<file path="src/rtl/tow_vga_pkg.sv">
// ---------------------------------------------------------------------------
// tow_vga_pkg
// Shared constants for the tug-of-war VGA path: 8-bit RGB colours
// ({R[2:0],G[2:0],B[1:0]}), visible screen geometry, winner encodings and
// the rope-position clamp helper used by the frame latch.
// ---------------------------------------------------------------------------
package tow_vga_pkg;

  localparam logic [7:0] COL_BLACK  = 8'h00;
  localparam logic [7:0] COL_WHITE  = 8'hFF;
  localparam logic [7:0] COL_RED    = 8'hE0;
  localparam logic [7:0] COL_BLUE   = 8'h03;
  localparam logic [7:0] COL_ROPE   = 8'hA8;
  localparam logic [7:0] COL_CENTER = 8'h1C;

  localparam int H_VISIBLE = 640;
  localparam int V_VISIBLE = 480;
  localparam logic [9:0] CENTER_X = 10'd320;

  // Latched marker position limits: keep the 8-px marker fully on screen.
  localparam logic [9:0] POS_MIN = 10'd4;
  localparam logic [9:0] POS_MAX = 10'd635;

  typedef enum logic [1:0] {
    WIN_NONE  = 2'b00,
    WIN_LEFT  = 2'b01,
    WIN_RIGHT = 2'b10,
    WIN_BOTH  = 2'b11  // not a legal game result; rendered as no winner
  } winner_e;

  function automatic logic [9:0] clamp_pos(input logic [9:0] p);
    if (p < POS_MIN)      clamp_pos = POS_MIN;
    else if (p > POS_MAX) clamp_pos = POS_MAX;
    else                  clamp_pos = p;
  endfunction

endpackage

</file>
<file path="src/rtl/tow_frame_latch.sv">
// ---------------------------------------------------------------------------
// tow_frame_latch
// Detects the start of vertical blanking (sampled vOutValid falling on a
// pixel strobe) and, on that event, latches the clamped rope position and
// the winner, advances the 4-bit blink counter and pulses frame_tick for one
// clk on the following clock. Game inputs therefore change only once per
// frame, during blanking.
//
// Ports:
//   clk, rst      clock, asynchronous active-high reset
//   pixel_en      pixel-rate enable
//   v_out_valid   vertical visible flag from the timing counter
//   rope_pos      marker centre x from game logic (unclamped)
//   winner        00 none, 01 left, 10 right, 11 treated as none
//   pos_q         latched, clamped marker centre (reset 320)
//   win_q         latched winner, never 11 (reset 00)
//   blink_cnt     frame counter, wraps 15 -> 0
//   frame_tick    one-clk pulse after each frame event
// ---------------------------------------------------------------------------
module tow_frame_latch
  import tow_vga_pkg::*;
(
  input  logic       clk,
  input  logic       rst,
  input  logic       pixel_en,
  input  logic       v_out_valid,
  input  logic [9:0] rope_pos,
  input  logic [1:0] winner,
  output logic [9:0] pos_q,
  output logic [1:0] win_q,
  output logic [3:0] blink_cnt,
  output logic       frame_tick
);

  logic prev_v;
  logic frame_evt;

  // Previous sample is registered, current one is the live input, so the
  // event coincides with the first blanking strobe.
  assign frame_evt = pixel_en & prev_v & ~v_out_valid;

  always_ff @(posedge clk or posedge rst) begin
    if (rst) begin
      prev_v     <= 1'b1;
      pos_q      <= CENTER_X;
      win_q      <= WIN_NONE;
      blink_cnt  <= 4'd0;
      frame_tick <= 1'b0;
    end else begin
      frame_tick <= frame_evt;
      if (pixel_en) prev_v <= v_out_valid;
      if (frame_evt) begin
        pos_q     <= clamp_pos(rope_pos);
        win_q     <= (winner == WIN_BOTH) ? WIN_NONE : winner;
        blink_cnt <= blink_cnt + 4'd1;
      end
    end
  end

endmodule

</file>
<file path="src/rtl/tow_pixel_renderer.sv">
// ---------------------------------------------------------------------------
// tow_pixel_renderer
// Two-stage pixel renderer for the tug-of-war display. Stage 1 registers the
// visibility flag, syncs and region hits (rope band, marker, goal lines);
// stage 2 resolves colour priority into rgb and delays the syncs to match.
// Both stages advance only on pixel_en. Game state comes from
// tow_frame_latch, so the picture is stable for a whole frame.
//
// Optional feature: define TOW_CENTER_LINE_EN to draw a 1-px centre line at
// x = 320 (colour 0x1C), ranked just below the goal lines.
//
// Ports:
//   clk, rst                 clock, asynchronous active-high reset
//   pixel_en                 pixel-rate enable
//   horiz_pixel_count        current x
//   vert_pixel_count         current y
//   hSync_in, vSync_in       active-low syncs from the timing counter
//   hOutValid, vOutValid     visible-region flags
//   rope_pos                 marker centre x from game logic
//   winner                   00 none, 01 left, 10 right, 11 as 00
//   rgb                      {R[2:0],G[2:0],B[1:0]}, 2 strobes latency
//   hSync, vSync             syncs delayed to align with rgb
//   frame_tick               one-clk pulse at start of vertical blanking
// ---------------------------------------------------------------------------
module tow_pixel_renderer
  import tow_vga_pkg::*;
#(
  parameter int ROPE_Y0   = 232,
  parameter int MARK_HALF = 4,
  parameter int GOAL_L    = 80,
  parameter int GOAL_R    = 558
) (
  input  logic       clk,
  input  logic       rst,
  input  logic       pixel_en,
  input  logic [9:0] horiz_pixel_count,
  input  logic [9:0] vert_pixel_count,
  input  logic       hSync_in,
  input  logic       vSync_in,
  input  logic       hOutValid,
  input  logic       vOutValid,
  input  logic [9:0] rope_pos,
  input  logic [1:0] winner,
  output logic [7:0] rgb,
  output logic       hSync,
  output logic       vSync,
  output logic       frame_tick
);

  logic [9:0] pos_q;
  logic [1:0] win_q;
  logic [3:0] blink_cnt;

  tow_frame_latch u_frame_latch (
    .clk         (clk),
    .rst         (rst),
    .pixel_en    (pixel_en),
    .v_out_valid (vOutValid),
    .rope_pos    (rope_pos),
    .winner      (winner),
    .pos_q       (pos_q),
    .win_q       (win_q),
    .blink_cnt   (blink_cnt),
    .frame_tick  (frame_tick)
  );

  // ---------------- region hits (combinational, stage-1 inputs) ----------
  // 11-bit arithmetic keeps pos +/- MARK_HALF free of wrap-around.
  logic [10:0] x_w, y_w, mark_lo, mark_hi;
  logic        hit_band, hit_mark, hit_goal_l, hit_goal_r, hit_center;

  always_comb begin
    x_w        = {1'b0, horiz_pixel_count};
    y_w        = {1'b0, vert_pixel_count};
    mark_lo    = {1'b0, pos_q} - 11'(MARK_HALF);
    mark_hi    = {1'b0, pos_q} + 11'(MARK_HALF - 1);
    hit_band   = (y_w >= 11'(ROPE_Y0)) && (y_w <= 11'(ROPE_Y0 + 15));
    // The marker sits on the rope, so it shares the band's rows.
    hit_mark   = hit_band && (x_w >= mark_lo) && (x_w <= mark_hi);
    hit_goal_l = (x_w == 11'(GOAL_L)) || (x_w == 11'(GOAL_L + 1));
    hit_goal_r = (x_w == 11'(GOAL_R)) || (x_w == 11'(GOAL_R + 1));
`ifdef TOW_CENTER_LINE_EN
    hit_center = (horiz_pixel_count == CENTER_X);
`else
    hit_center = 1'b0;
`endif
  end

  // ---------------- stage 1 ----------------------------------------------
  // Coordinates are reduced to hit flags here, so stage 2 needs only flags.
  logic s1_vis, s1_hs, s1_vs;
  logic s1_band, s1_mark, s1_goal_l, s1_goal_r, s1_center;

  always_ff @(posedge clk or posedge rst) begin
    if (rst) begin
      s1_vis    <= 1'b0;
      s1_hs     <= 1'b1;
      s1_vs     <= 1'b1;
      s1_band   <= 1'b0;
      s1_mark   <= 1'b0;
      s1_goal_l <= 1'b0;
      s1_goal_r <= 1'b0;
      s1_center <= 1'b0;
    end else if (pixel_en) begin
      s1_vis    <= hOutValid & vOutValid;
      s1_hs     <= hSync_in;
      s1_vs     <= vSync_in;
      s1_band   <= hit_band;
      s1_mark   <= hit_mark;
      s1_goal_l <= hit_goal_l;
      s1_goal_r <= hit_goal_r;
      s1_center <= hit_center;
    end
  end

  // ---------------- stage 2: priority mux --------------------------------
  logic       flash;
  logic [7:0] rgb_next;

  always_comb begin
    flash    = (win_q != WIN_NONE) && blink_cnt[3];
    rgb_next = COL_BLACK;
    if (!s1_vis)        rgb_next = COL_BLACK;
    else if (s1_mark)   rgb_next = COL_WHITE;
    else if (s1_goal_l) rgb_next = COL_RED;
    else if (s1_goal_r) rgb_next = COL_BLUE;
    else if (s1_center) rgb_next = COL_CENTER;
    else if (s1_band)   rgb_next = COL_ROPE;
    else if (flash)     rgb_next = (win_q == WIN_LEFT) ? COL_RED : COL_BLUE;
    else                rgb_next = COL_BLACK;
  end

  always_ff @(posedge clk or posedge rst) begin
    if (rst) begin
      rgb   <= COL_BLACK;
      hSync <= 1'b1;
      vSync <= 1'b1;
    end else if (pixel_en) begin
      rgb   <= rgb_next;
      hSync <= s1_hs;
      vSync <= s1_vs;
    end
  end

endmodule

</file>
<file path="config.mk">
export PLATFORM = sky130hd
export DESIGN_NAME = tow_pixel_renderer
export DESIGN_NICKNAME = d
export VERILOG_FILES = /design/src/rtl/tow_vga_pkg.sv /design/src/rtl/tow_frame_latch.sv /design/src/rtl/tow_pixel_renderer.sv
export SDC_FILE = /design/constraint.sdc
export NUM_CORES = 1
export LEC_CHECK = 0
export BUFFER_PORTS_ARGS = -buffer_cell sky130_fd_sc_hd__buf_2
export CORE_UTILIZATION = 25
export DETAILED_ROUTE_END_ITERATION = 6
export PLACE_DENSITY = 0.46
export RECOVER_POWER = 25
export SLEW_MARGIN = 20
export SYNTH_ARGS = -nofsm -noshare
export SYNTH_HDL_FRONTEND = slang
export SYNTH_SLANG_ARGS = --single-unit
export TNS_END_PERCENT = 1
</file>
<file path="constraint.sdc">
create_clock -name clk -period 7.5 [get_ports clk]
set_clock_uncertainty 0.2 [all_clocks]
set_input_delay 0.75 -clock clk [delete_from_list [all_inputs] [get_ports clk]]
set_output_delay 0.75 -clock clk [all_outputs]
set_load 0.01 [all_outputs]
</file>
==> impl_table.tex <==
\begin{tabular}{lr}
\hline
Metric & Value \\
\hline
\multicolumn{2}{l}{\textbf{CTS}} \\
Setup Buffers After CTS & 0 \\
Maximum count of clock buffers along a single path & 2 \\
H-tree levels & 2 \\
Total CTS buffers & 5 \\
Number of sinks on the clock net & 32 \\
Number of resized instances in the post-cts repair step & 0 \\
Clock Root Buffer & clkbuf\_8 \\
Quantity of hold-fixing buffers added after cts & 0 \\
Clock insertion delay at the later pin of the skew report & 280 ps \\
Clk slew on worst S/H paths & 70 ps \\
CTS tree & done \\
\multicolumn{2}{l}{\textbf{Cells and area}} \\
Ratio of cells with drive above 1 in the final layout & 0.255 \\
Sequential Area & 810 sq um \\
Cell area after layout & 2540 sq um \\
Area added between synthesis and finish & 19.8\% \\
Total inserted antenna cells & 0 \\
Number of filler instances in the final layout & 868 \\
Final \#Nets & 333 \\
Multi-input gate area in the final layout & 1190 sq um \\
\multicolumn{2}{l}{\textbf{Flow run}} \\
Max-cap viol count & 1 \\
\multicolumn{2}{l}{\textbf{Logic synthesis}} \\
Commonest cells in the synthesized netlist & dfrtp\_1 (25), ha\_1 (24), nand2\_1 (21) \\
Yosys Warn Count & 0 \\
Syn\_nets & $\sim$290 \\
Cell count after synthesis & 226 \\
Cell area after synthesis & 2120 sq um \\
Async set-or-reset flop fraction in the synthesized netlist & 1.00 \\
Portion of synthesized cell area occupied by the leading cell type & 0.295 \\
Most used standard cell by instance count after synthesis & dfrtp\_1 \\
Fraction of the yosys area taken by sequential cells & 0.382 \\
Count of different cell masters after synthesis & 42 \\
Number of register bits inferred by synthesis & 32 \\
Mean instance size in the synthesized netlist & 9.38 sq um \\
Dominant synthesized flop cell & dfrtp\_1 \\
Largest area contributor in the netlist & dfrtp\_1 \\
Number of flops mapped to enable cells by yosys & 0 \\
Top post-synthesis cells by area & dfrtp\_1 (30\%), ha\_1 (14\%), dfstp\_2 (8.7\%) \\
\multicolumn{2}{l}{\textbf{Global routing}} \\
Via count of the first global-routing pass & 1600 \\
Pin count of the biggest net entering global routing & 33 \\
Initial antenna violation count & 0 \\
Overflow left after global routing & 0 \\
Global-route usage over all layers & 0.113 \\
Global-route wire length before repair & 7740 um \\
\multicolumn{2}{l}{\textbf{Worst setup path}} \\
Reg-to-Reg Start & u\_frame\_latch.pos\_q[4] \\
Critical Path RT & 7480 ps \\
Setup crit start kind & register \\
Critical path arrival & 2830 ps \\
Critical Path, Cell by Cell & o2111ai\_1 > nor2\_1 > nand3\_1 > xor2\_1 > ha\_1 > a21oi\_1 > nand2\_1 > a2111oi\_2 > a311oi\_1 > o32ai\_1 \\
Peak per-stage delay on the critical path & 520 ps \\
Worst Reg2Reg Path Length in Cells & 10 \\
Setup crit end kind & register \\
Largest fanout on the critical path & 9 \\
Worst reg2reg endpoint & s1\_mark \\
Critical path's slowest cell & dfrtp\_1 \\
Type of the worst setup path & reg -> reg \\
Worst reg-to-reg setup slack & 4660 ps \\
\multicolumn{2}{l}{\textbf{STA}} \\
Final critical path time including I/O delays and setup & 2840 ps \\
Crit share post-route & 0.379 \\
Achievable Freq & 0.352 GHz \\
Transition time of the tightest slew-check pin & 1690 ps \\
Final slew viol count & 33 \\
Slew HR & -0.129 \\
Setup repair after global routing missed its margin & no \\
Count of endpoints failing hold in the final timing report & 0 \\
Post-Route Setup TNS & 0 ps \\
Setup violators final & 0 \\
Hold Slack & 278 ps \\
\multicolumn{2}{l}{\textbf{Floorplan}} \\
Number of placed I/O pins & 50 \\
Floorplan die area & between 8000 and 9000 sq um \\
Initial Util & 0.258 \\
Die Span X & 94.1 um \\
Core Region & 8220 sq um \\
Floorplan die height & 94.1 um \\
Rows & 33 \\
\multicolumn{2}{l}{\textbf{Status}} \\
Result of the run & complete, but fails checks \\
Violated checks & max-capacitance violations, max-slew violations \\
\multicolumn{2}{l}{\textbf{Power}} \\
Peak supply drop & 69.0 uV \\
Sw Ratio & 0.328 \\
Standby leakage power & $\sim$1.2 nW \\
Internal power of the cells & 0.393 mW \\
Power density cells & 231 nW/um\^{}2 \\
Combinational fraction of design power & 0.317 \\
Net switching power & 0.192 mW \\
Flop pwr share & 0.405 \\
Clock Power Share & 0.279 \\
\multicolumn{2}{l}{\textbf{Routing}} \\
Number of optimization iterations in the first detailed-route pass & 4 \\
Number of DRC markers in iteration 0 & 49 \\
Antenna-violating nets left & 0 \\
Post-Route WL & 4600 um \\
Post-DR vias/cell & 4.49 \\
Count of unresolved DRC violations after routing & 0 \\
Per-cell routed wire length & 12.2 um \\
Vias after detailed routing & 1690 \\
\multicolumn{2}{l}{\textbf{Place}} \\
DP Area & 2430 sq um \\
Number of I/O port buffers & 46 \\
Final weighted congestion in routability-driven placement & 0.736 \\
DP Wirelength & about 3700 um \\
\multicolumn{2}{l}{\textbf{Hold path}} \\
Type of the most critical hold path & reg -> reg \\
Hold EP & u\_frame\_latch.blink\_cnt[2] \\
Min-Delay Path Depth & 1 \\
Min-Delay Startpoint & u\_frame\_latch.blink\_cnt[2] \\
\hline
\end{tabular}
state kept, by name (all words and copies together) (netlist names), 2 cells and up:
name                     cells
rgb                          5
u_frame_latch.blink_cnt      4
u_frame_latch.pos_q         10
u_frame_latch.win_q          2
area by class of cell:
cell class | instances | area share
Clock buffer | 6 | 0.0286
Clock inverter | 2 | 0.0138
Inverter | 17 | 0.0251
Multi-Input combinational cell | 167 | 0.470
Sequential cell | 32 | 0.319
Tap cell | 105 | 0.0517
Timing Repair Buffer | 47 | 0.0922
placed cells by master (no fill, tap or decap), types with 2 or more instances in the layout:
cell type	count
o21ai_0	11
nand3b_1	3
xnor2_1	11
buf_2	46
or4_1	3
o22ai_1	8
nor3_1	4
o31ai_1	2
dfrtp_1	25
inv_1	16
a21oi_1	6
dfstp_2	7
nand3_1	13
nand4_1	6
nand2_1	21
xor2_1	7
ha_1	24
mux2_2	5
nor2_1	14
clkbuf_8	5
nor2b_1	2
a21o_1	6
and3_1	2
clkbuf_1	2
nand2b_1	4
metrics by stage:
| stage | setup slack (ps) | total power [mW] | instances | utilization |
|---|---|---|---|---|
| final | 4660 | 0.586 | 376 | 0.309 |
| after global routing | 4370 | 0.637 | 376 | 0.309 |
| after CTS | 4610 | 0.595 | 376 | 0.309 |
| after detailed placement | 4630 | 0.428 | 368 | 0.296 |
| after global placement | 4680 | 0.422 | 368 | 0.296 |
| after floorplan | 5030 | 0.375 | 226 | - |
metal layers:
layer  up-vias  part of all wire  global-route usage
li1        890                 -                   -
met1       762              0.51               0.163
met2        33              0.45               0.170
met3         5             0.040              0.0227
met4         0            0.0074              0.0346
met5         -                 0                   0
logic make-up (layout without fill, tap and decap cells):
logic type	Yosys count	count (layout)	synth area share
xor+xnor	18	18	0.0744
simple gates	74	74	0.174
fa+ha+maj	24	24	0.142
buf+inv	27	72	0.0555
compound gates	46	46	0.146
flops	32	32	0.382
mux	5	5	0.0266
critical path, delay by kind of cell (launching register included):
family	cells	cell delay [ps]
adders and majority gates	1	320
and+or+nand+nor	3	450
AOI/OAI and AO/OA	5	1090
xor gates and xnor gates	1	160
DFF	1	520
power groups by stage:
stage / clock network (mW) / logic [mW] / registers, mW
after floorplan: 0 / 0.150 / 0.226
after global placement: 0 / 0.183 / 0.239
after detailed placement: 0 / 0.187 / 0.241
after CTS: 0.168 / 0.189 / 0.237
after global routing: 0.177 / 0.217 / 0.243
final: 0.163 / 0.186 / 0.237
worst max path at each step:
stage,start,to
4_1_cts,u_frame_latch.pos_q[4],s1_mark
3_5_place_dp,u_frame_latch.pos_q[4],s1_mark
3_3_place_gp,u_frame_latch.pos_q[4],s1_mark
2_1_floorplan,u_frame_latch.pos_q[0],s1_mark
5_1_grt,u_frame_latch.pos_q[4],s1_mark
6_report,u_frame_latch.pos_q[4],s1_mark
Power figures use the tool's default switching activity.
